===== config.mk =====
export PLATFORM = sky130hd
export DESIGN_NAME = binary_to_ohc_9_pipe
export DESIGN_NICKNAME = d
export VERILOG_FILES = /design/src/rtl/binary_to_ohc_9_pipe.sv
export SDC_FILE = /design/constraint.sdc
export NUM_CORES = 1
export LEC_CHECK = 0
export BUFFER_PORTS_ARGS = -buffer_cell sky130_fd_sc_hd__buf_2
export CAP_MARGIN = 20
export CORE_ASPECT_RATIO = 0.7
export CORE_MARGIN = 4
export CORE_UTILIZATION = 40
export DETAILED_ROUTE_END_ITERATION = 10
export RECOVER_POWER = 25
export SYNTH_ARGS = -nofsm -noshare
export SYNTH_HDL_FRONTEND = slang
export SYNTH_SLANG_ARGS = --single-unit
export TNS_END_PERCENT = 10

===== constraint.sdc =====
create_clock -name clk -period 2.65 [get_ports clk]
set_clock_uncertainty 0.2 [all_clocks]
set_input_delay 0 -clock clk [delete_from_list [all_inputs] [get_ports clk]]
set_output_delay 0 -clock clk [all_outputs]
set_load 0.05 [all_outputs]

===== src/rtl/binary_to_ohc_9_pipe.sv =====
// binary_to_ohc_9_pipe: reduces a binary input modulo MOD and emits it as a one-hot code
// through a 2-entry output buffer, counting how many inputs needed reduction.
module binary_to_ohc_9_pipe #(
    parameter int MOD   = 9,
    parameter int IN_W  = 4,
    parameter int CNT_W = 8
) (
    input  logic             clk,
    input  logic             rst_n,
    input  logic             in_valid,
    output logic             in_ready,
    input  logic [IN_W-1:0]  in_bin,
    output logic             out_valid,
    input  logic             out_ready,
    output logic [MOD-1:0]   out_ohc,
    output logic             out_wrap,
    output logic [CNT_W-1:0] wrap_cnt
);
    logic [1:0]      count;
    logic [MOD-1:0]  head_ohc, tail_ohc, new_ohc;
    logic            head_wrap, tail_wrap, new_wrap;
    logic            push, pop;
    logic [IN_W:0]   ext;
    logic [IN_W-1:0] res;

    always_comb begin
        ext       = {1'b0, in_bin};
        new_wrap  = ext >= (IN_W+1)'(MOD);
        res       = new_wrap ? IN_W'(ext - (IN_W+1)'(MOD)) : in_bin;
        new_ohc   = MOD'(1) << res;
        in_ready  = count != 2'd2;
        out_valid = count != 2'd0;
        push      = in_valid & in_ready;
        pop       = out_valid & out_ready;
        out_ohc   = out_valid ? head_ohc : '0;
        out_wrap  = out_valid & head_wrap;
    end

    // The head is written directly when the buffer is (or becomes) empty of older entries.
    always_ff @(posedge clk or negedge rst_n) begin
        if (!rst_n) begin
            count     <= 2'd0;
            head_ohc  <= '0;
            head_wrap <= 1'b0;
            tail_ohc  <= '0;
            tail_wrap <= 1'b0;
            wrap_cnt  <= '0;
        end else begin
            count <= push && !pop ? count + 2'd1 : (pop && !push ? count - 2'd1 : count);
            if (push && (count == 2'd0 || pop)) begin
                head_ohc  <= new_ohc;
                head_wrap <= new_wrap;
            end else if (pop) begin
                head_ohc  <= tail_ohc;
                head_wrap <= tail_wrap;
            end
            if (push && count == 2'd1 && !pop) begin
                tail_ohc  <= new_ohc;
                tail_wrap <= new_wrap;
            end
            if (push && new_wrap && !(&wrap_cnt))
                wrap_cnt <= wrap_cnt + 1'b1;
        end
    end
endmodule


==> summary.txt, run 1 <==
Run status
  – Status: complete, but fails checks
  – Failing checks: max-capacitance violations, max-slew violations

Synth
  – Post-synth EDFFs: 0
  – Mapped cell area: 1800 sq um
  – Yosys top cell area share: 41.6%
  – Mapped Cells: 178
  – Largest area contributor in the netlist: dfrtp_1
  – Seq cells post-synth: 30
  – Sequential area share after synthesis: 41.6%
  – Mean Syn Cell Area: 10.1 sq um
  – Synth Flop Type: dfrtp_1
  – Synth warnings: 0
  – Synth cell types: 44
  – Commonest cells in the netlist: dfrtp_1 (30), nor2b_1 (19), a21oi_1 (11), nand2_1 (11)
  – Count leader, synth: dfrtp_1
  – Post-synthesis async set-or-reset flop share: 100%
  – Synth top area cells: dfrtp_1 (42%), nor2b_1 (6.6%), ha_1 (4.9%)
  – Post-Syn Nets: 193

Floorplan
  – Die X: 88.2 um
  – Floorplan row count: 20
  – Height of the die: 64.2 um
  – Initial Util: 41.4%
  – Core area: 4350 sq um
  – Die footprint: 5660 sq um
  – Ports: 28

Critical path
  – Setup Crit Path Kind: reg -> reg
  – Critical path's top delay family: compound AO/OA/AOI/OAI gates
  – CP arrival: 2.14 ns
  – Worst path bufs/invs: 1
  – Critical path fanouts, max: 8
  – CP Capture Type: flop
  – Setup crit start kind: flop
  – Largest stage delay, worst path: 0.41 ns
  – Reg2reg end: tail_ohc[3]$_DFFE_PN0P_
  – R2r setup slk: 0.52 ns
  – Reg2Reg Depth: 6
  – RR Startpoint: count[0]$_DFFE_PN0P_
  – Slowest-stage cell, CP: dfrtp_1
  – CP required: 2.67 ns
  – Cell chain of the critical path: inv_1 > ha_1 > nand2b_1 > nand3_1 > a221oi_2 > a22o_1

GRT
  – Largest net degree at the start of global routing: 31
  – Remaining Overflow, GRT: 0
  – Number of global-route vias before repair: 1405
  – GRT Util Overall: 16.6%
  – First-pass GRT wire length: 7.11 mm
  – Initial antenna violation count: 0

STA
  – Max Slew Vio Count: 31
  – Post-route setup slack: 0.525 ns
  – Max Clock Freq: 471 MHz
  – Fin crit share: 80.2%
  – Worst-Margin Slew: 1.63 ns
  – Min cycle time layout: 2.13 ns
  – Final setup vio count: 0
  – RSZ-0062 raised after global routing: no
  – Relative slew slack: -8.93%
  – Final Hold Vio Count: 0
  – Hold WS: 0.0210 ns
  – Setup TNS: 0 ns

Drt
  – Antenna Nets Post-Route: 0
  – WL/cell: 16.1 um
  – DRT Pass-1 Iters: 4
  – Via-per-instance ratio: 5.52
  – DRT iter0 DRCs: 109
  – Vias: 1480
  – DRT Wirelength: 4.33 mm
  – Post-route DRC: 0

Layout
  – Final core utilization: 49.0%
  – Share of layout cells above drive strength 1: 23.0%
  – Final non-filler cell total: 268
  – NumNets Final: 227
  – Area Growth Syn to Fin: 18.3%
  – Antenna cells: 0

Pwr
  – Clock power share: 14.7%
  – Net Sw Power: 1.29 mW
  – Logic pwr share: 54.1%
  – Sw Ratio: 49.4%
  – PwrDens: 1230 nW/um^2
  – Leak: 0.961 nW
  – Int Pwr: 1.33 mW
  – Max rail drop VDD: 600 uV
  – Flop pwr share: 31.3%

Placement
  – DP Wirelength: 3.21 mm
  – Final Wtd Congestion: 0.817
  – Cell Count Post-Placement: 256
  – Setup WS pre-CTS: 0.561 ns
  – Port Buffers: 27

Clock tree
  – Clock slew at the register clock pins of the worst setup and hold paths: 0.07 ns
  – Sink Count: 30
  – H-tree levels: 2
  – Clock latency on the worst-skew pair: 0.28 ns
  – Clock buffer depth: 2
  – CTS tree: done
  – Post-CTS Setup Bufs: 0
  – Clk root buf: clkbuf_8
  – CTS buffer count: 5

Worst hold path
  – Hold Startpoint: in_bin[1]
  – Class of the worst hold path: in -> reg
  – Hold worst-path end: head_ohc[2]$_DFFE_PN0P_
  – Worst hold stages: 4

Job
  – Max cap viols: 1
how the worst max path moves through the flow:
stage / start / end / slack (ns) / cells after the start
after CTS: count[0]$_DFFE_PN0P_ / tail_ohc[3]$_DFFE_PN0P_ / 0.55 / 6
final: count[0]$_DFFE_PN0P_ / tail_ohc[3]$_DFFE_PN0P_ / 0.52 / 6
after global routing: count[0]$_DFFE_PN0P_ / tail_ohc[1]$_DFFE_PN0P_ / 0.35 / 6
after global placement: count[0]$_DFFE_PN0P_ / tail_ohc[2]$_DFFE_PN0P_ / 0.67 / 6
after detailed placement: count[0]$_DFFE_PN0P_ / tail_ohc[3]$_DFFE_PN0P_ / 0.56 / 6
after floorplan: wrap_cnt[3]$_DFFE_PN0P_ / wrap_cnt[1]$_DFFE_PN0P_ / 0.68 / 4
worst register-to-register path: stages, from the launching register on:
cell      delay [ns]
dfrtp_1         0.41
inv_1           0.10
ha_1            0.30
nand2b_1        0.23
nand3_1         0.25
a221oi_2        0.37
a22o_1          0.19
per-layer routing:
layer | vias to the layer above | share of wire, % | routed length (um) | global-route usage, %
met1 | 695 | 51 | 2220 | 24.5
met3 | 4 | 6.0 | 258 | 4.51
li1 | 727 | - | - | -
met5 | - | 0 | 0 | 0
met2 | 54 | 42 | 1810 | 23.1
met4 | 0 | 1.0 | 44 | 5.66
repair_timing:
| item | CTS | global route |
|---|---|---|
| resized for setup | 0 | 0 |
| hold buffers | 4 | 0 |
| setup endpoints to repair | 0 | 0 |
| hold endpoints to repair | 37 | 0 |
state kept, by name (all words and copies together), names as in the netlist:
register   flops
head_ohc       9
tail_ohc       9
wrap_cnt       8
count          2
head_wrap      1
tail_wrap      1
power groups by stage:
| stage | Sequential [mW] | Combinational, mW | Clock (mW) |
|---|---|---|---|
| final | 0.820 | 1.42 | 0.385 |
| after global routing | 0.848 | 1.52 | 0.419 |
| after CTS | 0.816 | 1.42 | 0.391 |
| after detailed placement | 0.822 | 1.41 | 0 |
| after global placement | 0.807 | 1.38 | 0 |
| after floorplan | 0.930 | 0.962 | 0 |
kinds of logic (layout without fill, tap and decap cells):
logic type / after synthesis / after routing / synth area share, %
flops: 30 / 30 / 41.6
mux: 11 / 11 / 6.94
xor+xnor: 7 / 7 / 3.40
compound gates: 49 / 49 / 19.2
fa+ha+maj: 7 / 7 / 4.86
simple gates: 60 / 60 / 20.8
buf+inv: 14 / 49 / 3.12
area by class of cell:
class	instances	area [sq um]
inverters	7	26.3
repair buffers	34	196
multi-input cells	134	996
clock inverters	2	12.5
fillers	434	2220
clock buffers	6	82.6
well taps	55	68.8
flip-flops and latches	30	751
through the flow:
step / power (mW) / cell area, sq um
2_1_floorplan: 1.89 / 1800
3_5_place_dp: 2.23 / 2000
3_3_place_gp: 2.19 / 2000
4_1_cts: 2.63 / 2130
5_1_grt: 2.79 / 2130
6_report: 2.62 / 2130
layout by cell type (no fill, tap or decap), types with 5 or more instances in the layout:
master	instances
dfrtp_1	30
buf_2	26
nor2b_1	19
nand2_1	11
a21oi_1	11
a311oi_1	8
o22ai_1	8
a22o_1	8
nand3_1	7
ha_1	7
clkbuf_8	6
nand2b_1	5
inv_1	5
o21ai_1	5
mux2i_1	5
No activity file was read; power rests on OpenSTA's default activity.
==> run 2: changes to the inputs <==
- clock period: 2.65 -> 1.93 ns (I/O delays scaled with it)
==> run 2 against run 1 <==
The run now ends clean. Total power increased by 50%. Cell area increased by 8.0%. Clock-buffer cell count increased by 1. First-iteration DRC count increased by 1.8%. Die area unchanged. Clock power increased by 73%. Combinational power increased by 52%. Register-to-register slack got worse by 0.46 ns. Critical path type unchanged. Via count increased by 3.4%.
==> summary.txt, run 2 (synthesis gave the netlist of run 1 again) <==
Pwr
  – Max rail drop VDD: 1180 uV (+97%)
  – Power consumption: 3.94 mW (+50%)
  – Logic pwr share: 54.7% (+0.6 points)
  – Net Sw Power: 1.83 mW (+42%)
  – Flop pwr share: 28.4% (-2.9 points)
  – PwrDens: 1710 nW/um^2 (+39%)
  – Sw Ratio: 46.5% (-2.9 points)
  – Leak: 1.04 nW (+8.4%)
  – Int Pwr: 2.11 mW (+59%)
  – Clock power share: 16.9% (+2.2 points)

GRT
  – Number of global-route vias before repair: 1443 (+2.7%)
  – Remaining Overflow, GRT: 0 (unchanged)
  – First-pass GRT wire length: 7.31 mm (+2.9%)
  – Initial antenna violation count: 0 (unchanged)
  – Met2 GRT Util: 22.2% (-0.93 points)
  – Gr busiest metal: met1
  – Largest net degree at the start of global routing: 31 (unchanged)
  – GRT Util Overall: 16.9% (+0.31 points)
  – Met3 Use GR: 4.38% (-0.13 points)
  – Met1 Use GR: 26.4% (+1.8 points)

Floorplan
  – Ports: 28 (unchanged)
  – Height of the die: 64.2 um (unchanged)
  – Floorplan row count: 20 (unchanged)
  – Die footprint: 5660 sq um (unchanged)
  – Die X: 88.2 um (unchanged)
  – Initial Util: 41.4% (unchanged)
  – Core area: 4350 sq um (unchanged)

Clock tree
  – Clk root buf: clkbuf_8
  – H-tree levels: 2 (unchanged)
  – Clock latency on the worst-skew pair: 0.28 ns (about the same)
  – Clock buffer depth: 2 (unchanged)
  – CTS tree: done
  – Clock slew at the register clock pins of the worst setup and hold paths: 0.07 ns (about the same)
  – Post-CTS Setup Bufs: 0 (unchanged)
  – CTS buffer count: 5 (unchanged)
  – Sink Count: 30 (unchanged)

Critical path
  – CP Capture Type: flop
  – Setup crit start kind: flop
  – CP arrival: 1.87 ns (-0.27 ns)
  – Setup Crit Path Kind: reg -> reg
  – Slowest-stage cell, CP: a221o_1
  – R2r setup slk: 0.07 ns (-0.46 ns)
  – CP required: 1.94 ns (-0.73 ns)
  – Critical path fanouts, max: 4 (-4)
  – Largest stage delay, worst path: 0.38 ns (-0.03 ns)
  – Cell chain of the critical path: inv_1 > ha_1 > nand2b_4 > inv_2 > o21ai_2 > a221o_1 > o22ai_2

STA
  – Max Clock Freq: 537 MHz (+14%)
  – RSZ-0062 raised after global routing: yes
  – Fin crit share: 96.4% (+16 points)
  – Final setup vio count: 0 (unchanged)
  – Worst-Margin Slew: 0.750 ns (-0.884 ns)
  – Final Hold Vio Count: 0 (unchanged)
  – Relative slew slack: 50.0% (+59 points)
  – Max Slew Vio Count: 0 (-100%)
  – Min cycle time layout: 1.86 ns (-0.265 ns)
  – Hold WS: 0.00523 ns (-0.0158 ns)
  – Post-route setup slack: 0.0692 ns (-0.455 ns)
  – Setup TNS: 0 ns (unchanged)

Drt
  – Via-per-instance ratio: 5.47 (-0.99%)
  – DRT Pass-1 Iters: 5 (+1)
  – DRT iter0 DRCs: 111 (+1.8%)
  – DRT Wirelength: 4.49 mm (+3.8%)
  – Post-route DRC: 0 (unchanged)
  – WL/cell: 16.0 um (-0.64%)
  – Vias: 1531 (+3.4%)
  – Antenna Nets Post-Route: 0 (unchanged)

Layout
  – Fill cells: 409 (-5.8%)
  – NumNets Final: 239 (+5.3%)
  – Multi-input logic area: 1040 sq um (+4.6%)
  – Area Growth Syn to Fin: 27.8%
  – Antenna cells: 0 (unchanged)
  – Commonest non-fill, non-tap cells in the layout: dfrtp_1 (29), buf_2 (26), nor2b_1 (19)
  – Biggest regs: head_ohc (9), tail_ohc (9), wrap_cnt (8)
  – Share of layout cells above drive strength 1: 31.1% (+8.1 points)
  – Most common cell after layout, fill and taps aside: dfrtp_1
  – Sequential standard cell area: 752 sq um (+0.17%)

Run status
  – Status: finished clean

Worst hold path
  – Class of the worst hold path: in -> reg

Placement
  – DP Wirelength: 3.34 mm (+4.0%)
  – Final Wtd Congestion: 0.826 (+1.1%)
  – Setup WS pre-CTS: 0.0516 ns (-0.510 ns)
  – Port Buffers: 27 (unchanged)

Job
  – Max cap viols: 0 (-1)
-- run 2: area by class of cell --
cell class,instances,share of cell area [%]
clock buffer,7,3.75
clock inverter,1,1.30
inverter,7,1.30
multi-input combinational,134,45.2
sequential,30,32.6
tap,55,2.99
timing repair buffer,46,12.8
-- run 2: through the flow --
stage,utilization (%),cell area [sq um],cells
final,52.9,2300,280
after global placement,48.0,2090,268
after detailed placement,48.0,2090,268
after floorplan,-,1800,178
after CTS,51.8,2250,280
after global routing,52.9,2300,280
-- run 2: repair_timing --
action | 4_1_cts | 5_1_grt
endpoints found under the setup margin | 1 | 11
gates cloned | 0 | 0
hold endpoints to repair | 35 | 0
hold buffers | 4 | 0
gates resized for setup | 2 | 9
pin swaps | 0 | 1
-- run 2: path summary, 6_finish.rpt --
path                                         startpoint                 endpoint  cells past startpoint
worst min-delay path                          in_bin[1]  tail_ohc[7]$_DFFE_PN0P_                      3
worst max-delay path               count[0]$_DFFE_PN0P_  head_ohc[3]$_DFFE_PN0P_                      7
max in group asynchronous                         rst_n  wrap_cnt[3]$_DFFE_PN0P_                      2
min in group asynchronous                         rst_n  head_ohc[3]$_DFFE_PN0P_                      2
worst min register to register  tail_ohc[8]$_DFFE_PN0P_  tail_ohc[8]$_DFFE_PN0P_                      2
worst max register to register     count[0]$_DFFE_PN0P_  head_ohc[3]$_DFFE_PN0P_                      7
-- run 2: power groups by stage --
stage | Sequential, mW | Combinational, mW | Clock, mW
after floorplan | 1.28 | 1.32 | 0
after global placement | 1.11 | 2.00 | 0
after detailed placement | 1.12 | 2.05 | 0
after CTS | 1.11 | 2.08 | 0.669
after global routing | 1.16 | 2.31 | 0.698
final | 1.12 | 2.16 | 0.667
-- run 2: critical path, delay by kind of cell (launching register included) --
kind / cells / cell delay [ns]
compound gates: 3 / 0.66
simple gates: 1 / 0.15
fa+ha+maj: 1 / 0.23
flops: 1 / 0.35
buf+inv: 2 / 0.19
-- run 2: layer usage --
metal	share of wire, %	vias to the layer above
met3	4.8	8
met1	53	738
met4	1.5	0
met5	0	-
li1	-	749
met2	41	36
